## config.mk

```make
export PLATFORM = sky130hd
export DESIGN_NAME = matrix_entry_unit_flat
export DESIGN_NICKNAME = d
export VERILOG_FILES = /design/src/rtl/matrix_io_pkg.sv /design/src/rtl/matrix_entry_unit_if.sv /design/src/rtl/key_debouncer.sv /design/src/rtl/matrix_entry_unit.sv /design/src/flat_wrapper.sv
export SDC_FILE = /design/constraint.sdc
export NUM_CORES = 1
export LEC_CHECK = 0
export CAP_MARGIN = 20
export CORE_AREA = 2 2 209 211
export CTS_BUF_LIST = sky130_fd_sc_hd__clkbuf_8
export DETAILED_ROUTE_END_ITERATION = 16
export DIE_AREA = 0 0 211 213
export SYNTH_ARGS = -nofsm -noshare
export SYNTH_HDL_FRONTEND = slang
export SYNTH_SLANG_ARGS = --single-unit
```

## constraint.sdc

```tcl
create_clock -name clk -period 3.05 [get_ports clk]
set_clock_uncertainty 0.1 [all_clocks]
set_input_delay 0.61 -clock clk [delete_from_list [all_inputs] [get_ports clk]]
set_output_delay 0.61 -clock clk [all_outputs]
set_load 0.01 [all_outputs]
```

## src/rtl/matrix_io_pkg.sv

```systemverilog
// Shared types for the 4x4 matrix I/O path (entry loader and result display).
// Pure declarations: no latency, no flow control.
package matrix_io_pkg;
    localparam int MAT_N  = 4;
    localparam int ELEM_W = 32;

    typedef logic [MAT_N*ELEM_W-1:0] row_vec_t;

    typedef enum logic {
        COLLECT = 1'b0,
        OFFER   = 1'b1
    } entry_state_t;
endpackage

```

## src/rtl/matrix_entry_unit_if.sv

```systemverilog
// Matrix handoff bundle: four packed rows plus valid/ready.
// Master holds matrix and valid steady until ready is seen with valid.
interface matrix_entry_unit_if #(
    parameter int ELEM_W = 32
);
    logic [matrix_io_pkg::MAT_N-1:0][matrix_io_pkg::MAT_N*ELEM_W-1:0] matrix;
    logic                                                              matrix_valid;
    logic                                                              matrix_ready;

    modport master (
        output matrix,
        output matrix_valid,
        input  matrix_ready
    );

    modport slave (
        input  matrix,
        input  matrix_valid,
        output matrix_ready
    );
endinterface

```

## src/rtl/key_debouncer.sv

```systemverilog
// Active-low key synchronizer and debouncer; press pulse 2+DEBOUNCE_CYCLES+1 cycles after a stable press.
// No backpressure: emits exactly one single-cycle pulse per accepted press, none on release.
module key_debouncer #(
    parameter int DEBOUNCE_CYCLES = 1_000_000
) (
    input  logic clk,
    input  logic reset,
    input  logic key_n,
    output logic press
);
    localparam int CNT_W = (DEBOUNCE_CYCLES > 1) ? $clog2(DEBOUNCE_CYCLES) : 1;
    localparam logic [CNT_W-1:0] CNT_LAST = CNT_W'(DEBOUNCE_CYCLES - 1);

    logic             key_meta;
    logic             key_sync;
    logic             level;
    logic             level_q;
    logic [CNT_W-1:0] cnt;

    always_ff @(posedge clk) begin
        if (reset) begin
            key_meta <= 1'b1;
            key_sync <= 1'b1;
            level    <= 1'b1;
            level_q  <= 1'b1;
            cnt      <= '0;
            press    <= 1'b0;
        end else begin
            key_meta <= key_n;
            key_sync <= key_meta;
            level_q  <= level;
            press    <= level_q & ~level;
            // Any sample matching the accepted level restarts the stability window.
            if (key_sync == level) begin
                cnt <= '0;
            end else if (cnt == CNT_LAST) begin
                level <= key_sync;
                cnt   <= '0;
            end else begin
                cnt <= cnt + CNT_W'(1);
            end
        end
    end
endmodule

```

## src/rtl/matrix_entry_unit.sv

```systemverilog
// Loads 16 switch values row-major on debounced ENTER, then offers the packed matrix; write visible 1 cycle after the pulse.
// Holds matrix/valid frozen while offering until ready; key presses are ignored during the offer.
module matrix_entry_unit #(
    parameter int ELEM_W          = 32,
    parameter int SW_W            = 10,
    parameter int DEBOUNCE_CYCLES = 1_000_000
) (
    input  logic                clk,
    input  logic                reset,
    input  logic [SW_W-1:0]     sw,
    input  logic                key_enter_n,
    input  logic                key_clear_n,
    matrix_entry_unit_if.master bus,
    output logic [3:0]          elem_idx,
    output logic [SW_W-1:0]     cur_value
);
    import matrix_io_pkg::*;

    logic [SW_W-1:0] sw_meta;
    logic            enter_pulse;
    logic            clear_pulse;
    entry_state_t    state;

    always_ff @(posedge clk) begin
        if (reset) begin
            sw_meta   <= '0;
            cur_value <= '0;
        end else begin
            sw_meta   <= sw;
            cur_value <= sw_meta;
        end
    end

    key_debouncer #(
        .DEBOUNCE_CYCLES(DEBOUNCE_CYCLES)
    ) u_enter_db (
        .clk   (clk),
        .reset (reset),
        .key_n (key_enter_n),
        .press (enter_pulse)
    );

    key_debouncer #(
        .DEBOUNCE_CYCLES(DEBOUNCE_CYCLES)
    ) u_clear_db (
        .clk   (clk),
        .reset (reset),
        .key_n (key_clear_n),
        .press (clear_pulse)
    );

    always_ff @(posedge clk) begin
        if (reset) begin
            state            <= COLLECT;
            bus.matrix       <= '0;
            bus.matrix_valid <= 1'b0;
            elem_idx         <= '0;
        end else begin
            case (state)
                COLLECT: begin
                    // Clear takes priority so a simultaneous enter never lands in a wiped matrix.
                    if (clear_pulse) begin
                        bus.matrix <= '0;
                        elem_idx   <= '0;
                    end else if (enter_pulse) begin
                        for (int r = 0; r < MAT_N; r++) begin
                            for (int c = 0; c < MAT_N; c++) begin
                                if (elem_idx == 4'(r*MAT_N + c)) begin
                                    bus.matrix[r][ELEM_W*c +: ELEM_W] <= ELEM_W'(cur_value);
                                end
                            end
                        end
                        elem_idx <= elem_idx + 4'd1;
                        if (elem_idx == 4'd15) begin
                            state            <= OFFER;
                            bus.matrix_valid <= 1'b1;
                        end
                    end
                end
                OFFER: begin
                    if (bus.matrix_ready) begin
                        state            <= COLLECT;
                        bus.matrix_valid <= 1'b0;
                    end
                end
                default: begin
                    state            <= COLLECT;
                    bus.matrix_valid <= 1'b0;
                end
            endcase
        end
    end
endmodule

```

## src/flat_wrapper.sv

```systemverilog
// flat-port wrapper written by rule: the top's interface ports become plain ports
module matrix_entry_unit_flat import matrix_io_pkg::*;
#(
    parameter int ELEM_W          = 32,
    parameter int SW_W            = 10,
    parameter int DEBOUNCE_CYCLES = 1_000_000
)
  (clk, reset, sw, key_enter_n, key_clear_n, elem_idx, cur_value, bus_matrix, bus_matrix_valid, bus_matrix_ready);
  matrix_entry_unit_if #(.ELEM_W(ELEM_W)) bus_i ();
  input  logic clk;
  input  logic reset;
  input  logic [SW_W-1:0] sw;
  input  logic key_enter_n;
  input  logic key_clear_n;
  output logic [3:0] elem_idx;
  output logic [SW_W-1:0] cur_value;
  output wire logic [$bits(bus_i.matrix)-1:0] bus_matrix;
  output wire logic [$bits(bus_i.matrix_valid)-1:0] bus_matrix_valid;
  input wire logic [$bits(bus_i.matrix_ready)-1:0] bus_matrix_ready;
  assign bus_matrix = bus_i.matrix;
  assign bus_matrix_valid = bus_i.matrix_valid;
  assign bus_i.matrix_ready = bus_matrix_ready;
  matrix_entry_unit #(.ELEM_W(ELEM_W), .SW_W(SW_W), .DEBOUNCE_CYCLES(DEBOUNCE_CYCLES)) u_core (.clk(clk), .reset(reset), .sw(sw), .key_enter_n(key_enter_n), .key_clear_n(key_clear_n), .bus(bus_i), .elem_idx(elem_idx), .cur_value(cur_value));
endmodule
```

==> results by group <==
Clock network
  – # resized after CTS: 0
  – CTS root buf: clkbuf_8
  – H-tree Lvls: 2
  – Clock transition at path regs: approximately 60 ps
  – Number of CTS-inserted buffers: 44
  – Clk_lat worst skew: 600 ps
  – CTS sink count: 236
  – CTS tree: built
  – Maximum clock insertion buffer count: 3
  – Post-CTS Setup Bufs: 0
  – Hold buffers post-CTS: 0

Worst hold path
  – Min-Delay Path Class: input pin to flop
  – Hold wc startpoint: reset
  – Worst Hold Endpoint: u_core.cur_value[9]
  – WHS Path Cells: 2

Synthesis
  – Cell Area, Synth: 11700 um^2
  – Number of enable flip-flop cells after synthesis: 0
  – Sequential element share of the synthesized area: 0.405
  – Seq cells post-synth: 236
  – Post-synth top area share: 0.405
  – Post-Synthesis Cells: 1437
  – Synth top area cells: dfxtp_1 (41%), buf_4 (23%), nand3_1 (7.7%)
  – Asr flop ratio synth: 0
  – Post-Syn Area per Cell: 8.11 um^2
  – YS warnings: 0
  – Cell variety after synth: 39
  – Synth Flop Type: dfxtp_1
  – Top cell type by total area after synthesis: dfxtp_1

Place
  – DP HPWL: approximately 23000 um
  – Port-buffer cells: 189
  – Routability cong.: 0.772

Power
  – Power, Total: 6.59 mW
  – Pwr dens: 484 nW/um^2
  – Lkg Pwr: 5.06 nW
  – Worst vdd ir: 0.000308 V

Setup path
  – R2R Setup Slk: between 700 and 800 ps
  – Setup Crit Path Kind: flop to output port
  – Arr. time, crit path: 1670 ps
  – CP Cell Sequence: clkdlybuf4s50_1
  – CP max stage cell: clkdlybuf4s50_1
  – Worst R2R Start: u_core.u_clear_db.cnt[0]
  – Startpoint Class: flop
  – Critical path required time: 2340 ps
  – CP top delay family: buffers and inverters
  – CP max FO: 7
  – Worst reg2reg path depth: 5
  – Crit-path max cell delay: 620 ps
  – FF-to-FF End: u_core.u_clear_db.cnt[6]
  – Buf/Inv on CP: 1
  – Crit. End Element: output port

STA
  – Worst Max-Slew Pin Slew: 795 ps
  – Hold Fails Final Rpt: 0
  – Slew headroom: 0.468
  – Post-layout min period: 2380 ps
  – Fmax: 0.421 GHz
  – Final slew viol count: 0
  – Final worst path period share: 0.779
  – Setup TNS: 0 ps
  – Final setup vio count: 0
  – RSZ-0062 raised after global routing: false

Detailed routing
  – Antenna-violating nets left: 0
  – DRT Pass-1 Iters: 5
  – Vias per cell: 4.13
  – Drt first-iter violations: approximately 710
  – Routed wire length: 33000 um
  – Residual DRC: 0
  – Wire length per cell: approximately 15 um
  – Vias: between 8000 and 9000

Die
  – Total die area: 44900 um^2
  – Die Ht: 213 um
  – Die width: 211 um
  – IO Pins: between 500 and 600
  – Core box area: approximately 43000 um^2
  – Row cnt: 76
  – Starting density of the core: 0.273

Outcome
  – Status: complete, no violations

Global route
  – Vias in the first global route: between 7000 and 8000
  – Initial antenna violation count: 0
  – Largest net degree at the start of global routing: 64
  – Gr ovfl total: 0
  – First-pass GRT wire length: 46100 um
  – Overall Global Routing Usage: 0.136

Layout
  – Final Util: 0.319
  – Fin nets: 1620
  – Layout cells sized above 1: 0.0658
  – Synth-to-Final Area Change: 16.9%

Job
  – Max Cap Violations: 0
[cell families after synthesis]
kind of cell,after synthesis,share of synthesized area
flops,236,0.405
buf+inv,455,0.265
fa+ha+maj,6,0.00644
xor+xnor,33,0.0248
simple gates,524,0.216
other cells,1,0.000322
mux,3,0.00258
compound gates,179,0.0800
[per-stage QoR]
stage / worst slack [ps] / instances / cell area, um^2 / hold slack, ps
final: 675 / 2173 / 13600 / 263
after floorplan: 1090 / 1788 / 13000 / 289
after CTS: 613 / 2172 / 13600 / 211
after global placement: 867 / 2099 / 12700 / 299
after global routing: 572 / 2172 / 13600 / 245
after detailed placement: 794 / 2099 / 12700 / 308
[layer usage]
metal | track usage | routed length (um)
met4 | 0.0454 | 673
met2 | 0.226 | 15900
met5 | 0 | 0
met1 | 0.173 | 13900
met3 | 0.0331 | 2450
[power breakdown]
group / internal (mW) / leakage (nW) / switching (mW)
clock network: 1.75 / 0.506 / 1.37
registers: 3.10 / 1.91 / 0.00731
logic: 0.0524 / 2.64 / 0.313
[cell usage in the layout, fill, tap and decap left out, drive strengths merged, types with 5 or more instances in the layout]
cell type,instances
a21oi,167
and3,21
buf,20
clkbuf,53
clkdlybuf4s50,188
conb,352
dfxtp,236
ha,6
inv,29
nand2,170
nand3,187
nand4,10
nor2,58
nor2b,33
nor3,15
nor4,11
o21ai,6
or2,5
xnor2,30
[sequential cells by signal, indices dropped and copies added, names as in the netlist, 4 cells and up]
| signal | count |
|---|---|
| u_core.bus.matrix | 160 |
| u_core.u_clear_db.cnt | 20 |
| u_core.u_enter_db.cnt | 20 |
| u_core.cur_value | 10 |
| u_core.sw_meta | 10 |
| u_core.elem_idx | 4 |
[layout make-up]
| type | instances | area [um^2] |
|---|---|---|
| antenna | 1 | 2.50 |
| tap | 546 | 683 |
| clock buffer | 53 | 729 |
| clock inverter | 20 | 158 |
| fill | 4542 | 29100 |
| sequential | 236 | 4720 |
| multi-input combinational | 1097 | 5200 |
| timing repair buffer | 208 | 2090 |
| inverter | 12 | 45.0 |
[worst max path at each step]
stage                     cells past startpoint                        end                     start
after floorplan                               7  u_core.u_clear_db.cnt[10]  u_core.u_clear_db.cnt[0]
after global placement                        5  u_core.u_enter_db.cnt[14]  u_core.u_enter_db.cnt[0]
after detailed placement                      5   u_core.u_clear_db.cnt[2]  u_core.u_clear_db.cnt[0]
after CTS                                     1                elem_idx[2]        u_core.elem_idx[2]
after global routing                          1                elem_idx[2]        u_core.elem_idx[2]
final                                         1                elem_idx[2]        u_core.elem_idx[2]
[synthesized netlist by cell type, drive strengths merged (2+ instances only)]
master / n
buf: 369
dfxtp: 236
nand3: 187
nand2: 170
a21oi: 167
clkbuf: 74
nor2: 58
nor2b: 33
xnor2: 30
and3: 21
nor3: 15
inv: 12
nor4: 11
nand4: 10
ha: 6
o21ai: 6
or2: 5
and2: 3
mux2i: 3
o221ai: 3
or4: 3
xor2: 3
a211oi: 2
and3b: 2
nand2b: 2
No activity file was read; power rests on OpenSTA's default activity.
